**config.mk**
```make
export PLATFORM = sky130hd
export DESIGN_NAME = spi_dac_frame_writer
export DESIGN_NICKNAME = d
export VERILOG_FILES = /design/src/rtl/spi_dac_pkg.sv /design/src/rtl/spi_dac_bit_timer.sv /design/src/rtl/spi_dac_frame_writer.sv
export SDC_FILE = /design/constraint.sdc
export NUM_CORES = 1
export LEC_CHECK = 0
export CAP_MARGIN = 20
export CORE_MARGIN = 2
export CORE_UTILIZATION = 55
export CTS_CLUSTER_DIAMETER = 100
export DETAILED_ROUTE_END_ITERATION = 8
export PLACE_DENSITY = 0.82
export SLEW_MARGIN = 40
export SYNTH_ARGS = -nofsm -noshare
export SYNTH_HDL_FRONTEND = slang
export SYNTH_SLANG_ARGS = --single-unit
```
**constraint.sdc**
```tcl
create_clock -name CLK -period 2.9 [get_ports CLK]
set_input_delay 0.29 -clock CLK [delete_from_list [all_inputs] [get_ports CLK]]
set_output_delay 0.29 -clock CLK [all_outputs]
set_load 0.05 [all_outputs]
```
**src/rtl/spi_dac_pkg.sv**
```systemverilog
// Shared types and helpers for the SPI DAC frame writer.
// Optional feature macro used by the top: SPI_DAC_PD_MODE_EN (power-down control bits).
package spi_dac_pkg;

    // Width of the FSM state encoding.
    localparam int unsigned STATE_W = 3;

    // Upper bound on a single frame width supported by the mask helper.
    localparam int unsigned MASK_MAX_W = 64;

    // Transaction sequencing: IDLE -> SETUP -> SHIFT_HI <-> SHIFT_LO -> END -> GAP -> IDLE.
    typedef enum logic [STATE_W-1:0] {
        ST_IDLE     = 3'd0,
        ST_SETUP    = 3'd1,
        ST_SHIFT_HI = 3'd2,
        ST_SHIFT_LO = 3'd3,
        ST_END      = 3'd4,
        ST_GAP      = 3'd5
    } dac_state_e;

    // Mask keeping only the data_w code LSBs of a frame; callers truncate to FRAME_W.
    function automatic logic [MASK_MAX_W-1:0] frame_mask(input int unsigned data_w);
        logic [MASK_MAX_W-1:0] m;
        m = '0;
        for (int unsigned b = 0; b < MASK_MAX_W; b++) begin
            if (b < data_w) begin
                m[b] = 1'b1;
            end
        end
        return m;
    endfunction

    // Total serial bits per transaction for num_ch chained frames.
    function automatic int unsigned total_bits(input int unsigned num_ch,
                                               input int unsigned frame_w);
        return num_ch * frame_w;
    endfunction

endpackage

```
**src/rtl/spi_dac_bit_timer.sv**
```systemverilog
// SCLK half-period timer for the SPI DAC frame writer.
// TICK is high in the last CLK cycle of each CLK_DIV-cycle half period.
// RELOAD restarts the count so the first half period after it is full length.
module spi_dac_bit_timer #(
    parameter int unsigned CLK_DIV = 1
) (
    input  logic CLK,
    input  logic RESET_N,
    input  logic RELOAD,
    output logic TICK
);

    localparam int unsigned DIV_W = $clog2(CLK_DIV + 1);
    localparam logic [DIV_W-1:0] DIV_LOAD = DIV_W'(CLK_DIV - 1);

    logic [DIV_W-1:0] div_cnt;

    // Down-counter: reload while held or on terminal count, otherwise decrement.
    always_ff @(posedge CLK or negedge RESET_N) begin
        if (!RESET_N) begin
            div_cnt <= '0;
        end else if (RELOAD || (div_cnt == '0)) begin
            div_cnt <= DIV_LOAD;
        end else begin
            div_cnt <= div_cnt - 1'b1;
        end
    end

    assign TICK = (div_cnt == '0);

endmodule

```
**src/rtl/spi_dac_frame_writer.sv**
```systemverilog
// Serial DAC write engine: shifts NUM_CH daisy-chained FRAME_W-bit frames
// MSB-first (highest channel first) under one chip select, SCLK idle low,
// CLK_DIV CLK cycles per SCLK half period, CS held high CS_GAP cycles
// (END inclusive) before OVER re-asserts. DONE pulses on the END cycle.
// Optional feature macro: SPI_DAC_PD_MODE_EN adds the PD input whose two bits
// per frame fill control bits DATA_W+1..DATA_W; otherwise all control bits are 0.
module spi_dac_frame_writer
    import spi_dac_pkg::*;
#(
    parameter int unsigned FRAME_W = 24,
    parameter int unsigned DATA_W  = 16,
    parameter int unsigned NUM_CH  = 1,
    parameter int unsigned CLK_DIV = 1,
    parameter int unsigned CS_GAP  = 2
) (
    input  logic                        CLK,
    input  logic                        RESET_N,
    input  logic                        TR,
    input  logic [NUM_CH*FRAME_W-1:0]   DATA,
`ifdef SPI_DAC_PD_MODE_EN
    input  logic [NUM_CH*2-1:0]         PD,
`endif
    output logic                        DA_CS,
    output logic                        DA_SCLK,
    output logic                        DA_SDO,
    output logic                        OVER,
    output logic                        DONE
);

    localparam int unsigned N        = total_bits(NUM_CH, FRAME_W);
    localparam int unsigned BCNT_W   = $clog2(N + 1);
    localparam int unsigned GAP_W    = $clog2(CS_GAP + 1);
    localparam logic [BCNT_W-1:0] LAST_BIT = BCNT_W'(N - 1);
    // END already accounts for one of the CS_GAP high cycles; GAP covers the rest.
    localparam logic [GAP_W-1:0]  GAP_LOAD = GAP_W'((CS_GAP > 1) ? (CS_GAP - 2) : 0);
    localparam logic [FRAME_W-1:0] FRAME_MASK = FRAME_W'(frame_mask(DATA_W));

    // Elaboration-time parameter range guards.
    if (FRAME_W < DATA_W + 2) begin : g_bad_frame_w
        $error("spi_dac_frame_writer: FRAME_W must be >= DATA_W+2");
    end
    if (FRAME_W > MASK_MAX_W) begin : g_bad_frame_max
        $error("spi_dac_frame_writer: FRAME_W exceeds supported maximum");
    end
    if ((NUM_CH < 1) || (NUM_CH > 8)) begin : g_bad_num_ch
        $error("spi_dac_frame_writer: NUM_CH must be 1..8");
    end
    if (CLK_DIV < 1) begin : g_bad_clk_div
        $error("spi_dac_frame_writer: CLK_DIV must be >= 1");
    end
    if (CS_GAP < 1) begin : g_bad_cs_gap
        $error("spi_dac_frame_writer: CS_GAP must be >= 1");
    end

    dac_state_e          state;
    logic [N-1:0]        shreg;
    logic [N-1:0]        load_word;
    logic [BCNT_W-1:0]   bit_cnt;
    logic [GAP_W-1:0]    gap_cnt;
    logic                tick;
    logic                timer_reload;

    // Build the shift-register load image: code LSBs kept, control bits forced (or PD).
    always_comb begin
        load_word = '0;
        for (int unsigned k = 0; k < NUM_CH; k++) begin
            load_word[k*FRAME_W +: FRAME_W] = DATA[k*FRAME_W +: FRAME_W] & FRAME_MASK;
`ifdef SPI_DAC_PD_MODE_EN
            load_word[k*FRAME_W + DATA_W +: 2] = PD[2*k +: 2];
`endif
        end
    end

    // Half-period timing restarts whenever the FSM is outside the shift phases.
    assign timer_reload = (state != ST_SHIFT_HI) && (state != ST_SHIFT_LO);

    spi_dac_bit_timer #(
        .CLK_DIV (CLK_DIV)
    ) u_bit_timer (
        .CLK     (CLK),
        .RESET_N (RESET_N),
        .RELOAD  (timer_reload),
        .TICK    (tick)
    );

    // Transaction FSM with registered pin outputs, set on entry to each state.
    always_ff @(posedge CLK or negedge RESET_N) begin
        if (!RESET_N) begin
            state   <= ST_IDLE;
            shreg   <= '0;
            bit_cnt <= '0;
            gap_cnt <= '0;
            DA_CS   <= 1'b1;
            DA_SCLK <= 1'b0;
            DA_SDO  <= 1'b0;
            OVER    <= 1'b1;
            DONE    <= 1'b0;
        end else begin
            DONE <= 1'b0;
            case (state)
                ST_IDLE: begin
                    if (TR) begin
                        shreg   <= load_word;
                        bit_cnt <= '0;
                        state   <= ST_SETUP;
                        DA_CS   <= 1'b0;
                        OVER    <= 1'b0;
                        DA_SCLK <= 1'b0;
                        DA_SDO  <= 1'b0;
                    end
                end
                ST_SETUP: begin
                    state   <= ST_SHIFT_HI;
                    DA_SCLK <= 1'b1;
                    DA_SDO  <= shreg[N-1];
                end
                ST_SHIFT_HI: begin
                    if (tick) begin
                        state   <= ST_SHIFT_LO;
                        DA_SCLK <= 1'b0;
                    end
                end
                ST_SHIFT_LO: begin
                    if (tick) begin
                        // SDO for the next bit is taken from shreg[N-2], i.e. the
                        // MSB after this cycle's left shift lands.
                        shreg   <= {shreg[N-2:0], 1'b0};
                        bit_cnt <= bit_cnt + 1'b1;
                        if (bit_cnt == LAST_BIT) begin
                            state  <= ST_END;
                            DA_CS  <= 1'b1;
                            DA_SDO <= 1'b0;
                            DONE   <= 1'b1;
                        end else begin
                            state   <= ST_SHIFT_HI;
                            DA_SCLK <= 1'b1;
                            DA_SDO  <= shreg[N-2];
                        end
                    end
                end
                ST_END: begin
                    if (CS_GAP > 1) begin
                        state   <= ST_GAP;
                        gap_cnt <= GAP_LOAD;
                    end else begin
                        state <= ST_IDLE;
                        OVER  <= 1'b1;
                    end
                end
                ST_GAP: begin
                    if (gap_cnt == '0) begin
                        state <= ST_IDLE;
                        OVER  <= 1'b1;
                    end else begin
                        gap_cnt <= gap_cnt - 1'b1;
                    end
                end
                default: begin
                    state   <= ST_IDLE;
                    DA_CS   <= 1'b1;
                    DA_SCLK <= 1'b0;
                    DA_SDO  <= 1'b0;
                    OVER    <= 1'b1;
                end
            endcase
        end
    end

endmodule

```
==> qor.csv <==
metric;value;unit
Post-synth top flop;dfrtp_1;
first-pass GRT wire length;5950;um
share of post-route cells with drive strength above 1;0.0812;
# fillers;284;
post-synth cell types;40;
endpoints failing setup;0;
outcome;completed;
I/O pin total;32;
CP bufs+invs;1;
syn avg cell area;10.7;um^2
Post-Place Cells;234;
Final TNS setup;0;ns
drt total wl;3300;um
# port buffers;23;
max-slew violation count;0;
Reg area;1000;um^2
Crit-path slowest cell;clkdlybuf4s50_1;
P&R area growth vs syn;15.3;%
critical path cell sequence;clkdlybuf4s50_1;
Die H;62.6;um
FF+latch count, synth;40;
Hold Crit Class;in -> async;
Setup CP Type;reg -> out;
VDD IR max;457;uV
final critical-path setup slack;0.885;ns
pre-CTS setup slack;0.951;ns
RSZ-0062 raised after global routing;no;
Max Freq;496;MHz
Routed Antenna Nets;0;
via count;1335;
hold slack;0.424;ns
vias in the first global route;1332;
Setup Skew;0.0123;ns
arrival time at the worst endpoint;1.73;ns
clk_lat worst skew;0.35;ns
Multi-input gate area;767;um^2
total clock sinks;40;
Root Driver;clkbuf_4;
row count;21;
Initial Util;0.570;
CTS clk-pin slew, worst paths;0.12;ns
Synth Cell Area;1890;um^2
Synth Instances;177;
cell family with most CP delay;buffers and inverters;
slew at the pin closest to its max-slew limit;0.740;ns
Gates resized, CTS repair;0;
largest net degree at the start of global routing;47;
leakage power;0.974;nW
total CTS buffers;5;
Yosys warning count;0;
hpwl dp;2250;um
drt wl/cell;13.6;um
fin crit share;0.695;
1st-iter DRT viols;82;
H-tree depth;2;
Routability Congestion;0.792;
ys async rst share;1.00;
Post-synth EDFFs;0;
Core ar.;3310;um^2
largest stage delay on the critical path;0.80;ns
Worst EP required;2.61;ns
die area;3920;um^2
Die X;62.6;um
initial antenna violation count;0;
gr usage total;0.193;
max-cap viol count;0;
ant diodes;0;
Final Hold Vio Count;0;
Final min period;2.02;ns
crit path capture type;output pin;
detailed-router iteration count before antenna repair;5;
fin nets;225;
Max transition margin;0.505;
CP max FO;4;
total congestion overflow;0;
non-filler cells, final;243;
DRC errors left;0;
PD cells;954;nW/um^2
sequential fraction of the synthesis area;0.532;
vias per cell;5.49;
TritonCTS clock tree;done;
Synth Net Count;206;
Bufs on Longest Clock Path;2;
Startpoint Class;flop;
==> timing repair <==
item                       in CTS  in global routing
setup buffers                   0                  0
hold buffers                    0                  1
setup endpoints to repair       0                  0
hold endpoints to repair        0                 38
==> layout by cell type, fill, tap and decap left out, types with 8 or more instances in the layout <==
master,instances
dfrtp_1,38
nand2_1,25
o21ai_1,17
clkdlybuf4s50_1,22
nor2_1,8
a22o_1,9
mux2i_1,15
==> flip-flops by register name (all words and copies together) (netlist names) <==
name and count:
shreg 24, bit_cnt 5, state 3, gap_cnt 2
DA_CS 1, DA_SCLK 1, DA_SDO 1, DONE 1
OVER 1, u_bit_timer.div_cnt 1
==> cells in the mapped netlist (all sizes together), types with 2 or more instances <==
cell    instances  area share
ha              2       0.013
dfrtp          38        0.50
dfstp           2       0.028
inv             5      0.0099
mux2i          15       0.080
nor2b           5       0.017
a21oi           2      0.0053
nand3           4       0.011
buf            11       0.046
nor2            8       0.016
o32a            2       0.011
nand2          25       0.050
clkbuf          3      0.0060
a22o            9       0.042
o21ai          22       0.058
nand2b          3       0.014
nand3b          2      0.0099
==> kinds of logic (layout without fill, tap and decap cells) <==
| logic type | after synthesis | after routing | synth area share |
|---|---|---|---|
| AO/OA/AOI/OAI | 46 | 46 | 0.163 |
| other | 1 | 1 | 0.00199 |
| multiplexers | 16 | 16 | 0.0855 |
| adder cells (fa/ha/maj) | 2 | 2 | 0.0133 |
| AND/OR/NAND/NOR | 53 | 53 | 0.143 |
| flip-flops | 40 | 40 | 0.532 |
| buffers and inverters | 19 | 39 | 0.0617 |
==> stage by stage <==
stage          utilization  area (um^2)  power [mW]
3_5_place_dp         0.630         2090        1.73
2_1_floorplan            -         1890        1.58
5_1_grt              0.657         2180        2.24
6_report             0.657         2180        2.08
3_3_place_gp         0.630         2090        1.67
4_1_cts              0.653         2160        2.10
==> cell type report <==
| type | count | area share |
|---|---|---|
| Tap cell | 46 | 0.0265 |
| Inverter | 5 | 0.00863 |
| Clock inverter | 2 | 0.0161 |
| Multi-Input combinational cell | 118 | 0.353 |
| Timing Repair Buffer | 26 | 0.116 |
| Clock buffer | 6 | 0.0190 |
| Sequential cell | 40 | 0.461 |
==> where the power goes <==
| group | total, mW | internal (mW) | switching (mW) |
|---|---|---|---|
| combinational | 0.785 | 0.360 | 0.425 |
| sequential | 0.932 | 0.768 | 0.164 |
| clock | 0.359 | 0.181 | 0.178 |
==> layer usage <==
metal	vias to the layer above	part of all wire	GRT usage
li1	664	-	-
met1	637	0.46	0.240
met2	25	0.48	0.308
met3	9	0.044	0.0541
met4	0	0.019	0.103
met5	-	0	0
==> final timing paths <==
path                                start   endpoint  slack, ns  cells past startpoint
worst max-delay path                 OVER       OVER       0.88                      1
worst min-delay path              RESET_N   state[0]       0.42                      2
worst max register to register   state[2]   state[2]       1.06                      4
worst min register to register  shreg[15]  shreg[15]       0.50                      2
max in group asynchronous         RESET_N  shreg[14]       2.12                      2
min in group CLK                  DATA[0]   shreg[0]       0.47                      3
Power figures use the tool's default switching activity.
==> RTL change 1 (same flow settings) <==
Make the reset (`RESET_N`) synchronous in 2 clocked blocks.
--- a/src/rtl/spi_dac_bit_timer.sv
+++ b/src/rtl/spi_dac_bit_timer.sv
@@ -16,7 +16,7 @@
     logic [DIV_W-1:0] div_cnt;
 
     // Down-counter: reload while held or on terminal count, otherwise decrement.
-    always_ff @(posedge CLK or negedge RESET_N) begin
+    always_ff @(posedge CLK) begin
         if (!RESET_N) begin
             div_cnt <= '0;
         end else if (RELOAD || (div_cnt == '0)) begin
--- a/src/rtl/spi_dac_frame_writer.sv
+++ b/src/rtl/spi_dac_frame_writer.sv
@@ -84,7 +84,7 @@
     );
 
     // Transaction FSM with registered pin outputs, set on entry to each state.
-    always_ff @(posedge CLK or negedge RESET_N) begin
+    always_ff @(posedge CLK) begin
         if (!RESET_N) begin
             state   <= ST_IDLE;
             shreg   <= '0;
Function: differs if RESET_N is asserted again (counterexample within 4 cycles, from zero or initial values and one cycle with RESET_N low); with RESET_N held inactive, the same outputs for 10 cycles.
==> RTL change 1 against the original RTL <==
- synthesized cell count up 13%
- synthesized area rose by 3.1%
- via count rose by 12%
- hold slack gained 0.049 ns
- routed wire length is 10% higher
- worst setup slack improved by 0.088 ns
- sequential cell count unchanged
- sequential share of layout area shrank 9.4 points
- cell area up 0.29%
- register-to-register slack lost 0.09 ns
- critical path type is now flip-flop to flip-flop
Power is not compared: it rests on default switching activity, and its combinational part moved more than twofold at a synthesized area within 25%.
==> RTL change 1: results <==
clock_tree:
  clkLatencyLatePin_ns: 0.33
  htreeDepth: 2
  cts_resized: 0
  hold_buffers: 0
  postCtsSetupBuffers: 0
  clkSlewWorstSetupHoldPaths_ns: 0.11
  cts-root-buf: "clkbuf_4"
  clock_path_buffers: 2
final_layout:
  reg_top3: "shreg (24), bit_cnt (5), state (3)"
  drive_gt1_share_pct: 17.7
  fin_nets: 244
  diodes: 0
  n_fill_cell: 290
run_status:
  status: "completed"
critical_path:
  slowest_stage: "or4bb_4"
  crit_arrival_ns: 2.20
  cpPeakStageDelay_ns: 0.68
  critPathMaxFanout: 30
sta:
  fin_skew_ns: 0.00593
  finalSetupTns_ns: 0
  relSlewSlack_pct: 45.2
global_route:
  grt_pass1_wl_um: 6140
  grt_pass1_vias: 1370
  grt_start_max_net_pins: 31
  grt_antenna_before_repair: 0
  globalRouteTotalUtil_pct: 19.4
logic_synthesis:
  synth_compound_area_share_pct: 24.2
  synth_mux_area_share_pct: 8.23
  synth-async-reset-ratio_pct: 0
  ys_seq_area_share_pct: 41.2
  synth_fa_ha_area_share_pct: 1.29
  netlist_top_cells_area: "dfxtp_1, mux2i_1, a21oi_2, a22oi_1, nor2b_1"
  synth-xor-area-share_pct: 1.80
  yosysWarnings: 0
  synthTopCellsByCount: "dfxtp_1, a21oi_2, mux2i_1"
  synth_fp_nets: 229
  post_synth_num_cell_types: 44
worst_hold_path:
  hp-class: "flip-flop to flip-flop"
pwr:
  p_leak_nw: 0.837
  switching_share_pct: 29.3
  irDropWorstVdd_uv: 363
drt:
  drtIter0Drc: 45
  vias_per_cell: 5.73
  drt_pass1_iterations: 4
  wl_per_cell_um: 13.9
place:
  io_buffers: 23
  dp_hpwl_um: 2550
  place_congestion: 0.771
  placed_cell_area_um2: 2140
## RTL change 1: cell count changes after synthesis, sizes merged, moves of 3 or more
| cell | before | now |
|---|---|---|
| clkbuf | 3 | 6 |
| a22oi | 0 | 11 |
| a21oi | 2 | 24 |
| a22o | 9 | 0 |
| dfrtp | 38 | 0 |
| nor3 | 0 | 4 |
| nand2 | 25 | 10 |
| dfxtp | 0 | 40 |
| nor2b | 5 | 12 |
## RTL change 1: routing by layer
layer / GRT usage (%) / vias to the layer above / share of wire, %
met5: 0 / - / 0
met1: 23.5 / 704 / 44
met3: 6.43 / 6 / 3.8
met4: 6.25 / 0 / 1.3
met2: 32.2 / 33 / 50
li1: - / 752 / -
## RTL change 1: critical path: cells and delay by family, from the launching register on
family	cells	cell delay, ns
compound gates	2	0.27
flops	1	0.65
simple gates	2	0.93
## RTL change 1: worst paths after layout
kind	from	endpoint	slack, ns	depth (start not counted)
worst min register to register	DA_SDO$_SDFFE_PN0P_	DA_SDO$_SDFFE_PN0P_	0.47	2
worst min-delay path	DA_SDO$_SDFFE_PN0P_	DA_SDO$_SDFFE_PN0P_	0.47	2
worst max-delay path	state[1]$_SDFFE_PN0P_	shreg[13]$_SDFFE_PN0P_	0.97	4
worst max register to register	state[1]$_SDFFE_PN0P_	shreg[13]$_SDFFE_PN0P_	0.97	4
## RTL change 1: cell families (layout without fill, tap and decap cells)
kind of cell | after synthesis | count (layout)
fa+ha+maj | 2 | 2
simple gates | 50 | 50
xor+xnor | 4 | 4
mux | 16 | 16
other cells | 1 | 1
buf+inv | 22 | 37
flops | 40 | 40
compound gates | 65 | 65
## RTL change 1: metrics by stage
stage,worst slack (ns),utilization (%),cells,hold slack (ns)
after floorplan,1.39,-,200,0.473
after global placement,0.936,63.5,254,0.451
after detailed placement,0.848,63.5,254,0.467
after CTS,0.977,64.9,261,0.481
after global routing,0.859,64.9,261,0.509
final,0.973,64.9,261,0.473
## RTL change 1: area by class of cell
type                       count  area (um2)  area share, %
sequential                    40         801           36.7
inverter                       5        18.8          0.860
timing repair buffer          25         245           11.2
clock buffer                   6        41.3           1.89
multi-input combinational    138        1010           46.4
tap                           46        57.6           2.64
clock inverter                 1        5.00          0.229
## RTL change 1: power by group through the flow
stage | clock [mW] | sequential [mW] | combinational (mW)
floorplan | 0 | 0.631 | 0.173
global placement | 0 | 0.631 | 0.199
global route | 0.293 | 0.629 | 0.227
finish | 0.256 | 0.622 | 0.209
CTS | 0.261 | 0.622 | 0.209
detailed placement | 0 | 0.635 | 0.209
==> RTL change 2 (config.mk and constraints unchanged) <==
Made on the original files. Add a define of `SPI_DAC_PD_MODE_EN`.
--- a/src/rtl/spi_dac_frame_writer.sv
+++ b/src/rtl/spi_dac_frame_writer.sv
@@ -4,6 +4,8 @@
 // (END inclusive) before OVER re-asserts. DONE pulses on the END cycle.
 // Optional feature macro: SPI_DAC_PD_MODE_EN adds the PD input whose two bits
 // per frame fill control bits DATA_W+1..DATA_W; otherwise all control bits are 0.
+`define SPI_DAC_PD_MODE_EN
+
 module spi_dac_frame_writer
     import spi_dac_pkg::*;
 #(
Interface: changed (added PD); port bits go from 32 to 34. No check against the original RTL was run, so the function may have changed too.
==> RTL change 2 against the original RTL <==
- fmax shrank 0.48%
- cell area grew 2.9%
- routed wire length grew 2.3%
- sequential cell count stayed put
- global-route usage increased by 0.31 points
- power is 3.3% lower
- count of clock-buffer cells in the layout unchanged
- first-iteration DRC count shrank 1.2%
- worst setup slack got worse by 0.0097 ns
- synthesized area increased by 1.5%
- largest cell class unchanged
- largest power group unchanged
==> RTL change 2: results <==
final_layout:
  comb.multi_input.count: 124
  multi_input_area_share_pct: 36.2
  drive_gt1_share_pct: 8.29
  n_fill_cell: 288
  fin_nets: 235
  clock_area_share_pct: 3.41
  fin_util_pct: 67.1
global_route:
  grt_pass1_wl_um: 6100
  globalRouteTotalUtil_pct: 19.6
sta:
  whs_ns: 0.434
  relSlewSlack_pct: 58.1
  finalCritPeriodShare_pct: 69.8
  fin_skew_ns: 0.0166
drt:
  vias: 1383
  vias_per_cell: 5.51
  drt_pass1_iterations: 4
place:
  placed_cell_area_um2: 2150
  dp_hpwl_um: 2310
  pre_cts_slack_ns: 0.942
  place_congestion: 0.881
clock_tree:
  hold_buffers: 1
logic_synthesis:
  synth_fp_nets: 211
  synthTopCellsByCount: "dfrtp_1, nand2_1, o21ai_1"
  post_synth_num_cell_types: 41
pwr:
  p_seq_share_pct: 45.2
  clockPowerShare_pct: 17.9
  irDropWorstVdd_uv: 498
run_status:
  status: "completed"
critical_path:
  reg2reg_from: "state[0]$_DFFE_PN0P_"
==> RTL change 2: cell types whose count changed after synthesis, moves of 3 or more <==
| cell | unedited run | this run |
|---|---|---|
| o21ai_1 | 17 | 22 |
| clkbuf_1 | 3 | 0 |
| a21oi_1 | 2 | 7 |
| nor2b_1 | 5 | 2 |
==> RTL change 2: metal layers <==
metal / track usage (%) / wire (um) / vias up / share of wire, %
met5: 0 / 0 / - / 0
met4: 8.89 / 61 / 0 / 1.8
met3: 5.41 / 156 / 4 / 4.6
met2: 31.1 / 1610 / 38 / 48
met1: 25.2 / 1550 / 654 / 46
li1: - / - / 687 / -
==> RTL change 2: kinds of logic (layout without fill, tap and decap cells) <==
logic type      count (synthesis)  in the layout  share of synthesized area, %
other cells                     1              1                         0.196
compound gates                 52             52                          17.1
buf+inv                        16             41                          5.29
mux                            19             19                          10.1
fa+ha+maj                       2              2                          1.31
flops                          40             40                          52.4
simple gates                   50             50                          13.7
